File: config.mk
export PLATFORM = sky130hd
export DESIGN_NAME = dmem_io
export DESIGN_NICKNAME = d
export VERILOG_FILES = /design/src/rtl/dmem_io.sv
export SDC_FILE = /design/constraint.sdc
export NUM_CORES = 2
export LEC_CHECK = 0
export CAP_MARGIN = 20
export CORE_UTILIZATION = 65
export DETAILED_ROUTE_END_ITERATION = 8
export PLACE_DENSITY = 0.85
export SLEW_MARGIN = 20
export SYNTH_ARGS = -nofsm -noshare
export SYNTH_HDL_FRONTEND = slang
export SYNTH_SLANG_ARGS = --single-unit
File: constraint.sdc
create_clock -name clk -period 8 [get_ports clk]
set_clock_uncertainty 0.15 [all_clocks]
set_input_delay 1.6 -clock clk [delete_from_list [all_inputs] [get_ports clk]]
set_output_delay 1.6 -clock clk [all_outputs]
set_load 0.02 [all_outputs]
File: src/rtl/dmem_io.sv
// Data memory plus memory-mapped IO: word RAM, synchronized switches/button,
// an 8-digit multiplexed seven-segment display and a free-running cycle counter.
module dmem_io #(
    parameter int unsigned RAM_AW    = 6,
    parameter int unsigned SCAN_BITS = 17
) (
    input  logic        clk,
    input  logic        reset,
    input  logic        memwrite,
    input  logic [31:0] aluout,
    input  logic [31:0] writedata,
    output logic [31:0] readdata,
    input  logic [15:0] sw,
    input  logic        btn,
    output logic [7:0]  an,
    output logic [6:0]  seg
);

    localparam logic [SCAN_BITS-1:0] SCAN_ONE = SCAN_BITS'(1);

    logic [31:0] mem_q [0:(1<<RAM_AW)-1];

    logic [RAM_AW-1:0]    ram_idx;
    logic                 is_io;
    logic [1:0]           io_sel;
    logic                 ram_we;
    logic                 disp_we;
    logic                 btn_clr;

    logic [15:0]          sw1_q, sw1_d, sw2_q, sw2_d;
    logic                 btn1_q, btn1_d, btn2_q, btn2_d, btn3_q, btn3_d;
    logic                 pressed_q, pressed_d;
    logic [31:0]          disp_q, disp_d;
    logic [31:0]          cyc_q, cyc_d;
    logic [SCAN_BITS-1:0] scan_q, scan_d;

    logic [2:0]           digit;
    logic [3:0]           nibble;
    logic                 unused_bits;

    assign ram_idx = aluout[RAM_AW+1:2];
    assign is_io   = aluout[15];
    assign io_sel  = aluout[3:2];
    assign unused_bits = ^{aluout[31:16], aluout[14:RAM_AW+2], aluout[1:0]};

    // Reset also masks RAM writes so an in-flight store cannot land while held in reset.
    assign ram_we  = memwrite & ~is_io & reset;
    assign disp_we = memwrite & is_io & (io_sel == 2'd2);
    assign btn_clr = memwrite & is_io & (io_sel == 2'd1) & writedata[0];

    always_ff @(posedge clk) begin
        if (ram_we) begin
            mem_q[ram_idx] <= writedata;
        end
    end

    always_comb begin
        sw1_d  = sw;
        sw2_d  = sw1_q;
        btn1_d = btn;
        btn2_d = btn1_q;
        btn3_d = btn2_q;
        disp_d = disp_we ? writedata : disp_q;
        cyc_d  = cyc_q + 32'd1;
        scan_d = scan_q + SCAN_ONE;
        // A fresh press outranks a same-cycle clear so no press is ever lost.
        if (btn2_q && !btn3_q) begin
            pressed_d = 1'b1;
        end else if (btn_clr) begin
            pressed_d = 1'b0;
        end else begin
            pressed_d = pressed_q;
        end
    end

    always_ff @(posedge clk or negedge reset) begin
        if (!reset) begin
            sw1_q     <= '0;
            sw2_q     <= '0;
            btn1_q    <= 1'b0;
            btn2_q    <= 1'b0;
            btn3_q    <= 1'b0;
            pressed_q <= 1'b0;
            disp_q    <= '0;
            cyc_q     <= '0;
            scan_q    <= '0;
        end else begin
            sw1_q     <= sw1_d;
            sw2_q     <= sw2_d;
            btn1_q    <= btn1_d;
            btn2_q    <= btn2_d;
            btn3_q    <= btn3_d;
            pressed_q <= pressed_d;
            disp_q    <= disp_d;
            cyc_q     <= cyc_d;
            scan_q    <= scan_d;
        end
    end

    always_comb begin
        if (is_io) begin
            case (io_sel)
                2'd0:    readdata = {16'b0, sw2_q};
                2'd1:    readdata = {31'b0, pressed_q};
                2'd2:    readdata = disp_q;
                default: readdata = cyc_q;
            endcase
        end else begin
            readdata = mem_q[ram_idx];
        end
    end

    assign digit  = scan_q[SCAN_BITS-1 -: 3];
    assign nibble = disp_q[{digit, 2'b00} +: 4];
    assign an     = ~(8'b1 << digit);

    always_comb begin
        case (nibble)
            4'h0:    seg = 7'b1000000;
            4'h1:    seg = 7'b1111001;
            4'h2:    seg = 7'b0100100;
            4'h3:    seg = 7'b0110000;
            4'h4:    seg = 7'b0011001;
            4'h5:    seg = 7'b0010010;
            4'h6:    seg = 7'b0000010;
            4'h7:    seg = 7'b1111000;
            4'h8:    seg = 7'b0000000;
            4'h9:    seg = 7'b0010000;
            4'hA:    seg = 7'b0001000;
            4'hB:    seg = 7'b0000011;
            4'hC:    seg = 7'b1000110;
            4'hD:    seg = 7'b0100001;
            4'hE:    seg = 7'b0000110;
            default: seg = 7'b0001110;
        endcase
    end

endmodule

# == Word level (Yosys, flattened, before mapping) ==
# Memories as Yosys holds them, arrays and structs flattened.
# Cells that the tools add are included.
# totals
wordCells,35
register_bits,117
mem_count,2
inputBits,84
romBits,112
output_inout_bits,47
ram_bits,2048
# classes
n_addsub,2
eq_ne,2
shift,2
n_reduce_logical,4
n_bitwise,8
n_mux,6
# mem_list
memory,words,width,read_ports,rd_clocked_by_memory_dff,write_ports,line_no,source
mem_q,64,32,1,0,1,21,logic [31:0] mem_q [0:(1<<RAM_AW)-1];
(no name shown),16,7,1,0,0,118,case (nibble)
# ops
operator,count
$pmux 32 s3,1
$add 32x1->32 const B,1
$mux 32,1
$shiftx 32x6->4,1
$add 17x1->17 const B,1
$not 8->8,1
$shl 1x3->8 const A,1
$and 1x1->1,6
$mux 1,4
$eq 2x1->1 const B,1
$eq 2x2->1 const B,1
$logic_not 2->1,1
$reduce_bool 2->1,1
$logic_and 1x1->1,1
$logic_not 1->1,1
$not 1->1,1

# == Logic depth before layout (Yosys ltp) ==
# depth
ltp_word,5
mapped_depth,11

# == Worst setup path after synthesis ==
# No wires, ideal clock.
# synth_path
path_type,input to output
from,in aluout[3]
to,out readdata[19]
path_stages,9
path_buffers,4
t_required_ns,6.250
slack_ns,2.729
t_arrival_ns,3.521
path_cell_list,buf_4 > buf_4 > buf_4 > clkbuf_1 > mux4_2 > a221oi_1 > o21ai_0 > a31oi_1 > a31oi_1
# synth_between
elab_chain_len,3
elab_cells_between_ends,6
classes_between,2 x eq/ne; 2 x mux; 1 x reduce/logical; 1 x memory
# synth_rtl
element,line_no,source
from (decl),10,"input logic [31:0] aluout,"
"parallel branches: the longest is 2 deep, another holds $mem_v2 64x32",-,
$mux 32 (*),101,if (is_io) begin
to (decl),12,"output logic [31:0] readdata,"
# Every way passes the cells marked *.

# == Worst setup path in the final report ==
# layout_path
from,in aluout[7]
to,out readdata[25]
# layout_between
elab_chain_len,2
# layout_rtl
element,line_no
$mem_v2 64x32,-
$mux 32,101
# Every way passes these cells.

==> impl_metrics.yaml <==
detailed_routing:
  final_antenna_net_count: 0
  via_count: 48121
  drcViolationCount: 0
  wl_met3_mm: 48.4
  highest_layer: "met5"
  wl_met2_mm: 120
  vias_per_cell: 8.03
  drt_pre_antenna_iters: 9
  wl_met1_mm: 77.9
  drt_iter0_markers: 10274
  wl_per_cell_microns: 45.4
  wirelength_mm: 272
sta:
  rsz0062_at_grt: "no"
  maxSlewHeadroom: 0.0878
  fin_crit_ns: 7.64
  slew_viol_final: 0
  finalCritPeriodShare: 0.954
  timing.fmax_mhz: 131
  finalHoldViolations: 0
  setup_tns_ns: 0
  setup-violations-final: 0
  worstMarginPinSlew_ns: 1.36
setup_path:
  reg2reg_from: "cyc_q[5]"
  worst_ep_required_time_ns: 6.25
  cp_max_fo: 18
  critical_path.startpoint: "aluout[7]"
  crit_path_end_kind: "output port"
  arrival_ns: 5.89
  worst_setup_path_start_kind: "input pin"
  critPathKind: "input pin to output port"
clock_tree:
  cts.path.max_buffers: 3
  cts_resized: 0
  cts_tree: "built"
  ctsHoldBuffers: 0
  clk_latency_ns: 0.87
  cts_root_buf: "clkbuf_16"
  cts_sinks: 2165
  path_clk_slew_ns: 0.06
  cts_setup_buffers: 0
  htree_levels: 4
  numCtsBuffers: 196
logic_synthesis:
  ys_ff_latch: 2165
  ys_types: 73
  yosysSeqAreaShare: 0.768
  synth_ff_type: "edfxtp_1"
  synthCells: 3849
  syn-cell-area_sq_um: 83800
  synth_edf_count: 2048
  syn-num-nets: 3940
  ys_warn_count: 0
  syn_area_per_cell_sq_um: 21.8
  async_reset_ff_frac: 0.0540
pwr:
  powerDensity_nw_per_um2: 249
  fin_total_pwr_mw: 23.4
  ir_drop_uv: 271
  leakage_nw: 30.3
layout:
  final_cells: 5991
  drive_gt1_frac: 0.271
  mostFrequentLayoutCells: "edfxtp_1, mux4_2, buf_4"
  nNetsFinal: 4241
  final_common_cell: "edfxtp_1"
  area_delta_synth_final_pct: 12.4
min_path:
  hold_class: "register to register"
  worstHoldStart: "sw1_q[3]"
floorplan:
  rows: 131
  start_util: 0.657
  dieArea_sq_um: 130000
  die_h_microns: 361
  core-area_sq_um: 128000
  dieWidth_microns: 361
  top_level_ports: 131
placed_design:
  port_buffers: 105
  place.detailed.hpwl_mm: 146
  place_congestion: 0.935
  placedCellCount: 5609
global_route:
  grt_pass1_wl_mm: 371
  grt_max_degree: 79
  first_global_vias: 47660
  gr-total-overflow: 0
  grt_usage: 0.422
  antenna_found_initial: 23
run:
  max_cap_violations: 0
status:
  status: "finished, final reports clean"
report_power, final:
group | internal [mW] | total (mW) | switching (mW)
Clock | 5.14 | 9.44 | 4.29
Combinational | 0.513 | 1.48 | 0.969
Sequential | 12.5 | 12.5 | 0.0572
Total | 18.1 | 23.4 | 5.32
state kept, by name (all words and copies together), names as in the netlist, 16 cells and up:
| register | flops |
|---|---|
| mem_q | 2048 |
| cyc_q | 32 |
| disp_q | 32 |
| scan_q | 17 |
| sw1_q | 16 |
| sw2_q | 16 |
path summary, 6_finish.rpt:
path                                end  slack, ns  cells after the start
max                        readdata[25]       0.36                      7
max reg2reg                   cyc_q[24]       5.58                      5
min in group asynchronous     sw1_q[12]       0.63                      1
min reg2reg                    sw2_q[3]       0.20                      0
min                            sw2_q[3]       0.20                      0
max in group asynchronous    scan_q[13]       5.70                      2
cell type report:
class / instances / area [sq um]
tap: 1662 / 2080
antenna: 12 / 30.0
sequential: 2165 / 64400
timing repair buffer: 320 / 2820
multi-input combinational: 1454 / 18600
clock inverter: 111 / 956
clock buffer: 254 / 5280
inverter: 13 / 51.3
fill: 6197 / 33500
cell families (layout without fill, tap and decap cells):
group,count (synthesis),in the layout,share of synthesized area
other,0,12,0
xor gates and xnor gates,45,45,0.00470
and+or+nand+nor,374,374,0.0212
DFF,2165,2165,0.768
adders and majority gates,7,7,0.00104
AOI/OAI and AO/OA,344,344,0.0290
buffers and inverters,230,698,0.0164
muxes,684,684,0.159
critical path, stage by stage:
cell             delay [ns]
buf_2                  0.38
buf_4                  0.34
inv_1                  0.69
nand2_1                0.82
a21oi_1                0.79
o31a_1                 0.49
clkdlybuf4s50_1        0.71
cells in the mapped netlist, drive strengths merged, types with 17 or more instances:
cell	count	area (sq um)
edfxtp	2048	61500
nand2	114	430
nor2	109	409
o21ai	32	160
a21oi	65	325
a221oi	23	208
dfrtp	117	2930
a211oi	17	128
a22o	21	184
xnor2	30	263
a22oi	73	548
buf	139	1010
mux2i	121	1210
mux4	511	11600
o22ai	28	175
nand3	40	200
mux2	52	586
clkbuf	76	299
through the flow:
stage / setup slack [ns] / hold WS, ns / util / area (sq um)
2_1_floorplan: 2.73 / 0.181 / - / 83800
3_3_place_gp: 0.769 / 0.183 / 0.688 / 87800
3_5_place_dp: 0.729 / 0.186 / 0.688 / 87800
4_1_cts: 0.767 / 0.196 / 0.737 / 94100
5_1_grt: 0.684 / 0.199 / 0.738 / 94200
6_report: 0.364 / 0.195 / 0.738 / 94200
metal layers:
layer | GRT usage | up-vias
li1 | - | 16804
met1 | 0.513 | 23681
met2 | 0.619 | 5982
met3 | 0.169 | 1616
met4 | 0.305 | 38
met5 | 0.00555 | -
(Power assumes the default switching activity.)
